--- config.mk ---
export PLATFORM = sky130hd
export DESIGN_NAME = xpu_vpu_pc_tn_vlsu_bf16_nan_canon
export DESIGN_NICKNAME = d
export VERILOG_FILES = /design/src/rtl/xpu_vpu_pc_tn_vlsu_bf16_nan_canon.sv
export SDC_FILE = /design/constraint.sdc
export NUM_CORES = 1
export LEC_CHECK = 0
export BUFFER_PORTS_ARGS = -buffer_cell sky130_fd_sc_hd__buf_2
export CAP_MARGIN = 15
export CORE_MARGIN = 2
export CORE_UTILIZATION = 52
export DETAILED_ROUTE_END_ITERATION = 12
export PLACE_DENSITY = 0.86
export SYNTH_ARGS = -nofsm -noshare
export SYNTH_HDL_FRONTEND = slang
export SYNTH_SLANG_ARGS = --single-unit
export TNS_END_PERCENT = 30
--- constraint.sdc ---
create_clock -name clk -period 6.6 [get_ports clk]
set_clock_uncertainty 0.2 [all_clocks]
set_input_delay 0.33 -clock clk [delete_from_list [all_inputs] [get_ports clk]]
set_output_delay 0.33 -clock clk [all_outputs]
set_load 0.01 [all_outputs]
--- src/rtl/xpu_vpu_pc_tn_vlsu_bf16_nan_canon.sv ---
// Streaming bf16 NaN canonicaliser for the VLSU store path: one register stage, per-lane NaN mask,
// saturating NaN counter. Define XPU_VPU_BF16_NAN_PAYLOAD_KEEP_EN to keep sign/payload (quiet bit forced).
module xpu_vpu_pc_tn_vlsu_bf16_nan_canon #(
  parameter int LANES = 4,
  parameter int CNT_W = 16
) (
  input  logic                  clk,
  input  logic                  rst_n,
  input  logic                  in_vld,
  output logic                  in_rdy,
  input  logic [LANES*16-1:0]   in_data,
  input  logic [LANES-1:0]      in_mask,
  input  logic                  canon_en,
  output logic                  out_vld,
  input  logic                  out_rdy,
  output logic [LANES*16-1:0]   out_data,
  output logic [LANES-1:0]      out_nan_mask,
  output logic [CNT_W-1:0]      nan_cnt,
  input  logic                  nan_cnt_clr
);

  localparam int PC_W  = $clog2(LANES + 1);
  localparam int SUM_W = ((CNT_W > PC_W) ? CNT_W : PC_W) + 1;
  localparam logic [SUM_W-1:0] CNT_MAX = SUM_W'({CNT_W{1'b1}});

  logic                 out_vld_q, out_vld_d;
  logic [LANES*16-1:0]  out_data_q, out_data_d;
  logic [LANES-1:0]     out_nan_mask_q, out_nan_mask_d;
  logic [CNT_W-1:0]     nan_cnt_q, nan_cnt_d;

  logic                 accept;
  logic [LANES-1:0]     nan_lane;
  logic [LANES*16-1:0]  canon_data;
  logic [PC_W-1:0]      nan_pop;
  logic [SUM_W-1:0]     cnt_sum;

  assign in_rdy = !out_vld_q || out_rdy;
  assign accept = in_vld && in_rdy;

  // Per-lane classify and rewrite; inactive lanes are never flagged or modified.
  // NOTE: every always_comb output gets a default first so no path can infer a latch.
  always_comb begin
    nan_lane   = '0;
    canon_data = in_data;
    nan_pop    = '0;
    for (int i = 0; i < LANES; i++) begin
      nan_lane[i] = in_mask[i] && (in_data[16*i+7 +: 8] == 8'hFF) && (in_data[16*i +: 7] != 7'd0);
      if (nan_lane[i] && canon_en) begin
`ifdef XPU_VPU_BF16_NAN_PAYLOAD_KEEP_EN
        canon_data[16*i +: 16] = {in_data[16*i+15], 8'hFF, 1'b1, in_data[16*i +: 6]};
`else
        canon_data[16*i +: 16] = 16'h7FC0;
`endif
      end
      nan_pop = nan_pop + PC_W'(nan_lane[i]);
    end
  end

  always_comb begin
    out_vld_d      = out_vld_q;
    out_data_d     = out_data_q;
    out_nan_mask_d = out_nan_mask_q;
    if (accept) begin
      out_vld_d      = 1'b1;
      out_data_d     = canon_data;
      out_nan_mask_d = nan_lane;
    end else if (out_rdy) begin
      out_vld_d      = 1'b0;
    end
  end

  // Clear takes priority over the running total but still counts the beat accepted with it.
  always_comb begin
    cnt_sum   = (nan_cnt_clr ? '0 : SUM_W'(nan_cnt_q)) + (accept ? SUM_W'(nan_pop) : '0);
    nan_cnt_d = nan_cnt_q;
    if (nan_cnt_clr || accept) begin
      nan_cnt_d = (cnt_sum > CNT_MAX) ? CNT_MAX[CNT_W-1:0] : cnt_sum[CNT_W-1:0];
    end
  end

  // NOTE: sequential state uses non-blocking assignment so all flops update from pre-edge values.
  // The data register is reset as well, since out_data is defined as zero out of reset.
  always_ff @(posedge clk or negedge rst_n) begin
    if (!rst_n) begin
      out_vld_q      <= 1'b0;
      out_data_q     <= '0;
      out_nan_mask_q <= '0;
      nan_cnt_q      <= '0;
    end else begin
      out_vld_q      <= out_vld_d;
      out_data_q     <= out_data_d;
      out_nan_mask_q <= out_nan_mask_d;
      nan_cnt_q      <= nan_cnt_d;
    end
  end

  assign out_vld      = out_vld_q;
  assign out_data     = out_data_q;
  assign out_nan_mask = out_nan_mask_q;
  assign nan_cnt      = nan_cnt_q;

endmodule

==> results of run 1 <==
cell type report:
type                    instances  area, sq um
flip-flops and latches         85         2130
inverters                       8         30.0
fillers                       531         1880
clock buffers                  10          138
well taps                      99          124
multi-input cells             274         1640
clock inverters                 5         58.8
repair buffers                199         1210
per-stage QoR:
step           instances  worst slack (ns)   util  power (mW)  cell area, sq um
2_1_floorplan        380              3.04      -       0.716              3860
3_3_place_gp         626              2.76  0.655       0.821              4730
3_5_place_dp         626              2.58  0.655       0.828              4730
4_1_cts              677              2.40  0.732        1.21              5280
5_1_grt              680              2.10  0.739        1.27              5330
6_report             680              2.28  0.739        1.21              5330
cells in the mapped netlist (4+ instances only):
master,number
sky130_fd_sc_hd__mux2_2,4
sky130_fd_sc_hd__nor4_1,5
sky130_fd_sc_hd__inv_1,7
sky130_fd_sc_hd__nand3_1,4
sky130_fd_sc_hd__a31oi_1,11
sky130_fd_sc_hd__nor3_1,9
sky130_fd_sc_hd__a21oi_1,14
sky130_fd_sc_hd__a22o_1,28
sky130_fd_sc_hd__ha_1,5
sky130_fd_sc_hd__dfrtp_1,85
sky130_fd_sc_hd__nand2_1,114
sky130_fd_sc_hd__and3_1,12
sky130_fd_sc_hd__nor2b_1,6
sky130_fd_sc_hd__nor2_1,16
sky130_fd_sc_hd__nand4_1,5
sky130_fd_sc_hd__a41oi_1,4
sky130_fd_sc_hd__buf_2,8
sequential cells by signal, indices dropped and copies added (netlist names):
name,count
out_data,64
nan_cnt,16
out_nan_mask,4
out_vld,1
power breakdown:
part | internal [mW] | total (mW) | leakage (nW) | switching [mW]
Clock | 0.184 | 0.369 | 0.0948 | 0.186
Combinational | 0.107 | 0.238 | 1.66 | 0.131
Sequential | 0.574 | 0.604 | 1.07 | 0.0303
what timing repair did:
| item | 4_1_cts | 5_1_grt |
|---|---|---|
| buffers inserted | 0 | 0 |
| hold endpoints to repair | 41 | 2 |
| hold buffers | 36 | 2 |
cell families after synthesis:
| logic type | count (synthesis) |
|---|---|
| AO/OA/AOI/OAI | 76 |
| XOR/XNOR | 1 |
| adder cells (fa/ha/maj) | 7 |
| buffers and inverters | 21 |
| flip-flops | 85 |
| multiplexers | 4 |
| AND/OR/NAND/NOR | 186 |
worst max-delay path, delay by kind of cell:
family | cells | cell delay [ns]
AO/OA/AOI/OAI | 3 | 0.81
buffers and inverters | 2 | 0.69
AND/OR/NAND/NOR | 5 | 1.09
adder cells (fa/ha/maj) | 4 | 1.39
worst paths after layout:
kind,cells after the start,slack [ns],to,startpoint
worst max-delay path,14,2.28,nan_cnt[13],in_data[61]
worst min-delay path,2,0.01,out_data[17],in_data[17]
worst max register to register,9,3.66,nan_cnt[13],out_vld
worst min register to register,2,0.27,out_data[62],out_data[62]
max in group asynchronous,3,5.32,out_data[8],rst_n
min in group asynchronous,2,0.28,nan_cnt[9],rst_n
per-layer routing:
layer / wire length (um) / global-route usage / vias up
li1: - / - / 1749
met1: 4520 / 0.348 / 1830
met2: 5840 / 0.490 / 180
met3: 798 / 0.0637 / 36
met4: 299 / 0.112 / 0
met5: 0 / 0 / -
==> impl_metrics.xml, run 1 <==
<?xml version="1.0" encoding="UTF-8"?>
<metrics>
  <group name="global_routing">
    <metric name="via_count_of_the_first_global_routing_pass" unit="">3803</metric>
    <metric name="grtUsageTotal" unit="">0.284</metric>
    <metric name="first_pass_grt_wire_length" unit="um">18400</metric>
    <metric name="initial_antenna_violation_count" unit="">0</metric>
    <metric name="grt_remaining_overflow" unit="">0</metric>
    <metric name="grt_start_max_net_pins" unit="">86</metric>
  </group>
  <group name="clocking">
    <metric name="cts.repair.resized" unit="">0</metric>
    <metric name="htree_levels" unit="">3</metric>
    <metric name="tritoncts" unit="">yes</metric>
    <metric name="max-clock-path-buffers" unit="">2</metric>
    <metric name="clock_root_buffer" unit="">sky130_fd_sc_hd__clkbuf_8</metric>
    <metric name="cts.reportedPaths.clkPinSlew" unit="ns">0.09</metric>
    <metric name="clkLatencyLatePin" unit="ns">0.35</metric>
    <metric name="clkSinkCount" unit="">85</metric>
    <metric name="inserted_clock_buffers" unit="">9</metric>
  </group>
  <group name="floorplanning">
    <metric name="core.rowCount" unit="">31</metric>
    <metric name="core-area" unit="sq mm">0.00721</metric>
    <metric name="initial_utilization" unit="">0.536</metric>
    <metric name="die_area" unit="sq mm">0.00814</metric>
    <metric name="die_height" unit="um">90.2</metric>
    <metric name="floorplan.io_pins" unit="">160</metric>
    <metric name="die_w" unit="um">90.2</metric>
  </group>
  <group name="worst_setup_path">
    <metric name="path_cells" unit="">dlygate4sd3_1 &gt; buf_2 &gt; nand4_1 &gt; nor3_1 &gt; and2_1 &gt; fa_1 &gt; ha_1 &gt; ha_1 &gt; and3_1 &gt; fa_1 &gt; a21oi_2 &gt; nor4b_4 &gt; a2111oi_0 &gt; o32ai_1</metric>
    <metric name="max_stage_delay" unit="ns">0.55</metric>
    <metric name="crit_fanout" unit="">7</metric>
    <metric name="worstSetupStartpointType" unit="">input pin</metric>
    <metric name="critPathRequiredTime" unit="ns">6.60</metric>
    <metric name="crit_path_end_kind" unit="">flop</metric>
    <metric name="worst_path_max_delay_cell" unit="">sky130_fd_sc_hd__dlygate4sd3_1</metric>
    <metric name="crit_type" unit="">in2reg</metric>
    <metric name="crit_arrival" unit="ns">4.32</metric>
  </group>
  <group name="sta">
    <metric name="maxClockFrequency" unit="MHz">231</metric>
    <metric name="setup_viol" unit="">0</metric>
    <metric name="timing.hold.ws" unit="ns">0.0105</metric>
    <metric name="share_of_the_cycle_needed_by_the_critical_path_after_routing" unit="">0.655</metric>
    <metric name="setup-tns-final" unit="ns">0</metric>
    <metric name="grt_setup_unrepaired" unit="">no</metric>
    <metric name="worst_slew_pin_slew" unit="ns">0.947</metric>
    <metric name="finalMaxSlewViolations" unit="">0</metric>
    <metric name="layout_min_cycle_time" unit="ns">4.32</metric>
    <metric name="slew_headroom" unit="">0.367</metric>
    <metric name="final-hold-violation-count" unit="">0</metric>
  </group>
  <group name="route">
    <metric name="finalWirelength" unit="um">11500</metric>
    <metric name="routed_via_density" unit="">5.58</metric>
    <metric name="post-route-drc-count" unit="">0</metric>
    <metric name="vias" unit="">3795</metric>
    <metric name="wl_per_cell" unit="um">16.8</metric>
    <metric name="initialDrtViolationCount" unit="">282</metric>
    <metric name="final_antenna_net_count" unit="">0</metric>
    <metric name="drt_pass1_iterations" unit="">5</metric>
  </group>
  <group name="min_path">
    <metric name="worstHoldPathType" unit="">in2reg</metric>
  </group>
  <group name="synth">
    <metric name="synth_fa_ha_area_frac" unit="">0.0265</metric>
    <metric name="syn-cell-area" unit="sq mm">0.00386</metric>
    <metric name="yosys-mux-area-fraction" unit="">0.0117</metric>
    <metric name="synth.net_count" unit="">461</metric>
    <metric name="synthDistinctLibCells" unit="">46</metric>
    <metric name="async_flop_share" unit="">1.00</metric>
    <metric name="ys.flop_type" unit="">sky130_fd_sc_hd__dfrtp_1</metric>
    <metric name="yosysWarnings" unit="">0</metric>
    <metric name="postSynthCellCount" unit="">380</metric>
    <metric name="post_synth.cell_area_avg" unit="sq um">10.2</metric>
    <metric name="ys_seq_area_frac" unit="">0.550</metric>
    <metric name="synth-seq-cells" unit="">85</metric>
    <metric name="post_synth_main_area_contributors" unit="">sky130_fd_sc_hd__dfrtp_1, sky130_fd_sc_hd__nand2_1, sky130_fd_sc_hd__a22o_1</metric>
    <metric name="post_synth_edffs" unit="">0</metric>
    <metric name="portion_of_synthesized_cell_area_occupied_by_the_leading_cell_type" unit="">0.550</metric>
    <metric name="post_synth_xor_area_fraction" unit="">0.00227</metric>
    <metric name="synth_area_leader_cell" unit="">sky130_fd_sc_hd__dfrtp_1</metric>
    <metric name="synth-simple-area-share" unit="">0.231</metric>
    <metric name="synth_top_family_by_area" unit="">simple AND/OR/NAND/NOR gates</metric>
    <metric name="compound_gate_portion_of_the_synthesized_area" unit="">0.150</metric>
  </group>
  <group name="layout">
    <metric name="mostFrequentLayoutCell" unit="">sky130_fd_sc_hd__buf_2</metric>
    <metric name="final_cell_mix" unit="">sky130_fd_sc_hd__buf_2, sky130_fd_sc_hd__nand2_1, sky130_fd_sc_hd__dfrtp_1</metric>
    <metric name="areaGrowthSynthToFinish" unit="%">37.9</metric>
    <metric name="fin_nets" unit="">658</metric>
    <metric name="num_antenna_cells" unit="">0</metric>
    <metric name="post_route_cells_drive_above_1_share" unit="">0.330</metric>
  </group>
  <group name="placed_design">
    <metric name="globalplace.congestion" unit="">0.908</metric>
    <metric name="port_buffers" unit="">159</metric>
    <metric name="dp_hpwl" unit="um">7510</metric>
  </group>
  <group name="job">
    <metric name="drv.max_cap_violation_count" unit="">0</metric>
  </group>
  <group name="power_and_ir_drop">
    <metric name="ir_worst_vdd" unit="mV">0.112</metric>
    <metric name="power_leakage" unit="nW">2.82</metric>
    <metric name="cell_area_power_density" unit="mW/mm^2">227</metric>
  </group>
  <group name="outcome">
    <metric name="run_status" unit="">complete, no violations</metric>
  </group>
</metrics>
Note: power is estimated with default switching activity, not from simulation.
==> run 2, diff against run 1 <==
- CORE_UTILIZATION: 52 -> 48
- PLACE_DENSITY: 0.86 -> 0.8
- clock period: 6.6 -> 4.1 ns (I/O delays scaled with it)
==> impl_metrics.xml, run 2 (synthesis gave the netlist of run 1 again) <==
<?xml version="1.0" encoding="UTF-8"?>
<metrics>
  <group name="floorplanning">
    <metric name="die_w" unit="um">93.7</metric>
    <metric name="floorplan.io_pins" unit="">160</metric>
    <metric name="core.rowCount" unit="">32</metric>
    <metric name="die_area" unit="sq mm">0.00879</metric>
    <metric name="die_height" unit="um">93.7</metric>
    <metric name="initial_utilization" unit="">0.498</metric>
    <metric name="core-area" unit="sq mm">0.00777</metric>
  </group>
  <group name="layout">
    <metric name="multi_input_gate_area" unit="sq mm">0.00168</metric>
    <metric name="areaGrowthSynthToFinish" unit="%">46.6</metric>
    <metric name="fin_nets" unit="">685</metric>
    <metric name="fin_area" unit="sq mm">0.00566</metric>
    <metric name="largest_register_ff_count" unit="">64</metric>
    <metric name="non_filler_instance_count_after_layout" unit="">711</metric>
    <metric name="final_cell_mix" unit="">sky130_fd_sc_hd__buf_2, sky130_fd_sc_hd__nand2_1, sky130_fd_sc_hd__dfrtp_1</metric>
    <metric name="sequential_cell_area" unit="sq mm">0.00213</metric>
    <metric name="mostFrequentLayoutCell" unit="">sky130_fd_sc_hd__buf_2</metric>
    <metric name="post_route_cells_drive_above_1_share" unit="">0.330</metric>
    <metric name="num_antenna_cells" unit="">0</metric>
    <metric name="nFillCells" unit="">542</metric>
  </group>
  <group name="worst_setup_path">
    <metric name="crit_arrival" unit="ns">3.89</metric>
    <metric name="crit_type" unit="">in2reg</metric>
    <metric name="startpoint" unit="">in_data[51]</metric>
    <metric name="critPathRequiredTime" unit="ns">4.12</metric>
    <metric name="crit_path_end_kind" unit="">flop</metric>
    <metric name="reg2reg_from" unit="">out_vld</metric>
    <metric name="crit_fanout" unit="">7</metric>
    <metric name="worstSetupStartpointType" unit="">input pin</metric>
  </group>
  <group name="global_routing">
    <metric name="first_pass_grt_wire_length" unit="um">19200</metric>
    <metric name="grt_start_max_net_pins" unit="">86</metric>
    <metric name="grtUsageTotal" unit="">0.282</metric>
    <metric name="via_count_of_the_first_global_routing_pass" unit="">3962</metric>
    <metric name="initial_antenna_violation_count" unit="">0</metric>
    <metric name="grt_remaining_overflow" unit="">0</metric>
  </group>
  <group name="route">
    <metric name="finalWirelength" unit="um">12000</metric>
    <metric name="routed_via_density" unit="">5.54</metric>
    <metric name="wl_per_cell" unit="um">16.8</metric>
    <metric name="vias" unit="">3936</metric>
    <metric name="drt_pass1_iterations" unit="">4</metric>
    <metric name="initialDrtViolationCount" unit="">161</metric>
    <metric name="final_antenna_net_count" unit="">0</metric>
    <metric name="post-route-drc-count" unit="">0</metric>
  </group>
  <group name="placed_design">
    <metric name="dpl-instance-area" unit="sq mm">0.00473</metric>
    <metric name="port_buffers" unit="">159</metric>
    <metric name="dp.cells" unit="">629</metric>
    <metric name="globalplace.congestion" unit="">0.856</metric>
    <metric name="dp_hpwl" unit="um">7590</metric>
  </group>
  <group name="power_and_ir_drop">
    <metric name="power_leakage" unit="nW">2.95</metric>
    <metric name="share_clk_of_total_power" unit="">0.313</metric>
    <metric name="cell_area_power_density" unit="mW/mm^2">355</metric>
    <metric name="power.internal" unit="mW">1.42</metric>
    <metric name="sequentialPowerShare" unit="">0.484</metric>
    <metric name="switching_power" unit="uW">591</metric>
    <metric name="ir_worst_vdd" unit="mV">0.179</metric>
    <metric name="total_power" unit="mW">2.01</metric>
    <metric name="power_frac_comb" unit="">0.203</metric>
    <metric name="netSwitchingFraction" unit="">0.293</metric>
  </group>
  <group name="sta">
    <metric name="share_of_the_cycle_needed_by_the_critical_path_after_routing" unit="">0.943</metric>
    <metric name="slew_headroom" unit="">0.386</metric>
    <metric name="worst_slew_pin_slew" unit="ns">0.918</metric>
    <metric name="final-hold-violation-count" unit="">0</metric>
    <metric name="maxClockFrequency" unit="MHz">259</metric>
    <metric name="setup_viol" unit="">0</metric>
    <metric name="setup-tns-final" unit="ns">0</metric>
    <metric name="finalMaxSlewViolations" unit="">0</metric>
    <metric name="layout_min_cycle_time" unit="ns">3.87</metric>
    <metric name="grt_setup_unrepaired" unit="">no</metric>
  </group>
  <group name="clocking">
    <metric name="clkLatencyLatePin" unit="ns">0.35</metric>
    <metric name="max-clock-path-buffers" unit="">2</metric>
    <metric name="cts.reportedPaths.clkPinSlew" unit="ns">0.09</metric>
    <metric name="inserted_clock_buffers" unit="">9</metric>
    <metric name="clkSinkCount" unit="">85</metric>
    <metric name="tritoncts" unit="">yes</metric>
    <metric name="htree_levels" unit="">3</metric>
    <metric name="cts.repair_timing.setup_buffer_count" unit="">0</metric>
    <metric name="clock_root_buffer" unit="">sky130_fd_sc_hd__clkbuf_8</metric>
  </group>
  <group name="outcome">
    <metric name="run_status" unit="">complete, no violations</metric>
  </group>
  <group name="min_path">
    <metric name="worstHoldStart" unit="">out_rdy</metric>
    <metric name="worstHoldPathType" unit="">in2reg</metric>
  </group>
  <group name="job">
    <metric name="drv.max_cap_violation_count" unit="">0</metric>
  </group>
</metrics>
run 2: changes by cell type in the layout (fill, tap and decap cells not counted), sizes merged:
cell         change
clkinvlp         -1
dlygate4sd3     +27
inv              +2
run 2: power by group through the flow:
stage	sequential, mW	combinational, mW	clock, mW
after floorplan	1.03	0.125	0
after global placement	0.983	0.340	0
after detailed placement	0.985	0.350	0
after CTS	0.972	0.397	0.642
after global routing	0.983	0.446	0.673
final	0.974	0.408	0.631
run 2: area by class of cell:
class                      instances  share of cell area
clock buffer                      10              0.0243
sequential                        85               0.376
timing repair buffer             226               0.262
multi-input combinational        274               0.297
clock inverter                     6              0.0133
tap                              102              0.0225
inverter                           8             0.00530
run 2: critical path: stages:
cell and delay [ns]:
sky130_fd_sc_hd__dlygate4sd3_1 0.53, sky130_fd_sc_hd__buf_2 0.13, sky130_fd_sc_hd__nor4_1 0.25, sky130_fd_sc_hd__nand2_1 0.14, sky130_fd_sc_hd__and2_1 0.21, sky130_fd_sc_hd__fa_1 0.48
sky130_fd_sc_hd__ha_1 0.19, sky130_fd_sc_hd__ha_1 0.27, sky130_fd_sc_hd__and3_1 0.20, sky130_fd_sc_hd__fa_2 0.45, sky130_fd_sc_hd__a21oi_4 0.22, sky130_fd_sc_hd__nor4b_4 0.11
sky130_fd_sc_hd__a2111oi_1 0.35, sky130_fd_sc_hd__a211oi_1 0.14
run 2: repair_timing:
action,CTS,global route
endpoints found under the setup margin,0,16
hold buffers,65,0
endpoints found under the hold margin,149,0
gates resized for setup,0,10
run 2: path summary, 6_finish.rpt:
path	slack, ns	cells after the start	end
min in group asynchronous	0.13	2	nan_cnt[12]
hold / removal	0.06	4	out_vld
setup reg to reg	1.34	9	nan_cnt[10]
max in group asynchronous	2.96	3	nan_cnt[0]
hold reg to reg	0.28	2	out_data[57]
setup / recovery	0.23	14	nan_cnt[10]
run 2: layer usage:
metal	vias up	part of all wire	routed length [um]	track usage
met5	-	0	0	0
met4	0	0.033	391	0.145
met3	36	0.074	886	0.0586
met2	197	0.50	5930	0.455
met1	1904	0.40	4740	0.358
li1	1799	-	-	-
run 2: metrics by stage:
stage	util	worst slack, ns	hold WS (ns)
2_1_floorplan	-	0.663	-0.291
3_3_place_gp	0.609	0.386	0.207
3_5_place_dp	0.609	0.221	0.213
4_1_cts	0.720	0.0459	0.0386
5_1_grt	0.729	0.0191	0.0556
6_report	0.729	0.234	0.0601
==> run 3, diff against run 2 <==
- CAP_MARGIN: 15 -> 40
- CORE_MARGIN: 2 -> 5
==> impl_metrics.xml, run 3 (synthesis gave the netlist of run 1 again) <==
<?xml version="1.0" encoding="UTF-8"?>
<metrics>
  <group name="outcome">
    <metric name="run_status" unit="">complete, no violations</metric>
  </group>
  <group name="route">
    <metric name="initialDrtViolationCount" unit="">126</metric>
    <metric name="drt_pass1_iterations" unit="">4</metric>
    <metric name="wl_per_cell" unit="um">17.5</metric>
    <metric name="finalWirelength" unit="um">12500</metric>
    <metric name="routed_via_density" unit="">5.50</metric>
    <metric name="final_antenna_net_count" unit="">0</metric>
    <metric name="post-route-drc-count" unit="">0</metric>
    <metric name="vias" unit="">3919</metric>
  </group>
  <group name="placed_design">
    <metric name="port_buffers" unit="">159</metric>
    <metric name="dp.cells" unit="">632</metric>
    <metric name="globalplace.congestion" unit="">0.907</metric>
    <metric name="dp_hpwl" unit="um">8410</metric>
  </group>
  <group name="sta">
    <metric name="maxClockFrequency" unit="MHz">258</metric>
    <metric name="setup-tns-final" unit="ns">0</metric>
    <metric name="worst_slew_pin_slew" unit="ns">0.817</metric>
    <metric name="share_of_the_cycle_needed_by_the_critical_path_after_routing" unit="">0.944</metric>
    <metric name="setup_viol" unit="">0</metric>
    <metric name="timing.hold.ws" unit="ns">0.0706</metric>
    <metric name="final-hold-violation-count" unit="">0</metric>
    <metric name="layout_min_cycle_time" unit="ns">3.87</metric>
    <metric name="finalMaxSlewViolations" unit="">0</metric>
    <metric name="grt_setup_unrepaired" unit="">yes</metric>
    <metric name="slew_headroom" unit="">0.453</metric>
  </group>
  <group name="worst_setup_path">
    <metric name="crit_arrival" unit="ns">3.94</metric>
    <metric name="delay_heaviest_family_cp" unit="">simple AND/OR/NAND/NOR gates</metric>
    <metric name="worstSetupPathDepth" unit="">14</metric>
    <metric name="path_cells" unit="">dlygate4sd3_1 &gt; buf_2 &gt; nor4_1 &gt; nand2_1 &gt; and2_1 &gt; fa_1 &gt; ha_1 &gt; ha_1 &gt; and3_1 &gt; fa_2 &gt; a21oi_4 &gt; nor4b_4 &gt; nand2_1 &gt; a31oi_1</metric>
    <metric name="worst_path_max_delay_cell" unit="">sky130_fd_sc_hd__dlygate4sd3_1</metric>
    <metric name="crit_end" unit="">nan_cnt[6]</metric>
    <metric name="reg2reg_slack" unit="ns">1.37</metric>
    <metric name="r2r_cells" unit="">9</metric>
    <metric name="crit_path_end_kind" unit="">flop</metric>
    <metric name="startpoint" unit="">in_data[51]</metric>
    <metric name="critPathRequiredTime" unit="ns">4.16</metric>
    <metric name="max_stage_delay" unit="ns">0.53</metric>
    <metric name="crit_type" unit="">in2reg</metric>
    <metric name="worstSetupStartpointType" unit="">input pin</metric>
    <metric name="critical_path_buf_inv_count" unit="">2</metric>
    <metric name="worstReg2RegEnd" unit="">nan_cnt[5]</metric>
    <metric name="reg2reg_from" unit="">out_vld</metric>
    <metric name="crit_fanout" unit="">7</metric>
  </group>
  <group name="floorplanning">
    <metric name="die_w" unit="um">99.7</metric>
    <metric name="floorplan.io_pins" unit="">160</metric>
    <metric name="initial_utilization" unit="">0.498</metric>
    <metric name="die_height" unit="um">99.7</metric>
    <metric name="core.rowCount" unit="">32</metric>
    <metric name="die_area" unit="sq mm">0.00995</metric>
    <metric name="core-area" unit="sq mm">0.00777</metric>
  </group>
  <group name="job">
    <metric name="drv.max_cap_violation_count" unit="">0</metric>
  </group>
  <group name="power_and_ir_drop">
    <metric name="power_leakage" unit="nW">2.94</metric>
    <metric name="cell_area_power_density" unit="mW/mm^2">346</metric>
    <metric name="total_power" unit="mW">1.96</metric>
    <metric name="ir_worst_vdd" unit="mV">0.198</metric>
  </group>
  <group name="layout">
    <metric name="post_route_cells_drive_above_1_share" unit="">0.327</metric>
    <metric name="mostFrequentLayoutCell" unit="">sky130_fd_sc_hd__buf_2</metric>
    <metric name="final_cell_mix" unit="">sky130_fd_sc_hd__buf_2, sky130_fd_sc_hd__nand2_1, sky130_fd_sc_hd__dfrtp_1</metric>
    <metric name="num_antenna_cells" unit="">0</metric>
    <metric name="largest_register_ff_count" unit="">64</metric>
    <metric name="non_filler_instance_count_after_layout" unit="">713</metric>
    <metric name="fin_nets" unit="">687</metric>
    <metric name="areaGrowthSynthToFinish" unit="%">46.3</metric>
  </group>
  <group name="global_routing">
    <metric name="initial_antenna_violation_count" unit="">0</metric>
    <metric name="grtUsageTotal" unit="">0.254</metric>
    <metric name="grt_remaining_overflow" unit="">0</metric>
    <metric name="via_count_of_the_first_global_routing_pass" unit="">4087</metric>
    <metric name="first_pass_grt_wire_length" unit="um">20100</metric>
    <metric name="grt_start_max_net_pins" unit="">46</metric>
  </group>
  <group name="clocking">
    <metric name="tritoncts" unit="">yes</metric>
    <metric name="clkSinkCount" unit="">85</metric>
    <metric name="max-clock-path-buffers" unit="">2</metric>
    <metric name="clock_root_buffer" unit="">sky130_fd_sc_hd__clkbuf_8</metric>
    <metric name="inserted_clock_buffers" unit="">9</metric>
    <metric name="cts.reportedPaths.clkPinSlew" unit="ns">0.09</metric>
    <metric name="clkLatencyLatePin" unit="ns">0.34</metric>
    <metric name="cts.repair_timing.setup_buffer_count" unit="">0</metric>
    <metric name="htree_levels" unit="">3</metric>
  </group>
  <group name="min_path">
    <metric name="worstHoldPathType" unit="">in2reg</metric>
  </group>
</metrics>
## run 3: changes by cell type in the layout (fill, tap and decap cells not counted), sizes merged
cell,previous run,this run
clkinvlp,1,3
clkbuf,10,11
bufinv,1,0
inv,11,9
buf,161,163
## run 3: where the power goes
part           switching [mW]  internal [mW]  leakage, nW
registers              0.0511          0.924         1.07
logic                   0.219          0.193         1.78
clock network           0.310          0.259       0.0897
total                   0.581           1.38         2.94
## run 3: final cells by class
cell class	instances	area [sq um]
Timing Repair Buffer	228	1500
Clock buffer	11	151
Sequential cell	85	2130
Clock inverter	5	42.5
Fill cell	575	2110
Inverter	8	30.0
Tap cell	102	128
Multi-Input combinational cell	274	1670
## run 3: timing repair
item	CTS	global route
hold buffers	65	0
setup endpoints to repair	0	5
hold endpoints to repair	104	0
gates resized for setup	0	7
## run 3: worst min-delay path by stage
| stage | end | cells past startpoint | startpoint | slack, ns |
|---|---|---|---|---|
| floorplan | nan_cnt[0] | 0 | rst_n | -0.29 |
| global placement | nan_cnt[6] | 1 | rst_n | 0.02 |
| detailed placement | nan_cnt[6] | 1 | rst_n | 0.02 |
| CTS | out_vld | 4 | out_rdy | 0.05 |
| global route | out_vld | 4 | out_rdy | 0.07 |
| finish | out_vld | 4 | out_rdy | 0.07 |
## run 3: routing by layer
metal	part of all wire	track usage	wire, um	up-vias
met2	0.51	0.439	6390	188
met3	0.084	0.0645	1050	27
li1	-	-	-	1807
met4	0.024	0.105	298	0
met5	0	0	0	-
met1	0.38	0.301	4730	1897
## run 3: worst reg2reg max path: stages (launching register included)
cell and delay (ns):
sky130_fd_sc_hd__dfrtp_1 0.36, sky130_fd_sc_hd__nor2b_4 0.28, sky130_fd_sc_hd__inv_2 0.13, sky130_fd_sc_hd__and3_1 0.21, sky130_fd_sc_hd__ha_1 0.22, sky130_fd_sc_hd__fa_2 0.40
sky130_fd_sc_hd__a21oi_4 0.25, sky130_fd_sc_hd__nor4b_4 0.11, sky130_fd_sc_hd__a2111oi_2 0.32, sky130_fd_sc_hd__a211oi_1 0.13
## run 3: through the flow
step / cell area, sq um / setup slack, ns / util
3_3_place_gp: 4740 / 0.375 / 0.610
3_5_place_dp: 4780 / 0.231 / 0.615
2_1_floorplan: 3860 / 0.663 / -
5_1_grt: 5650 / -0.00164 / 0.728
4_1_cts: 5620 / 0.0666 / 0.724
6_report: 5650 / 0.228 / 0.728
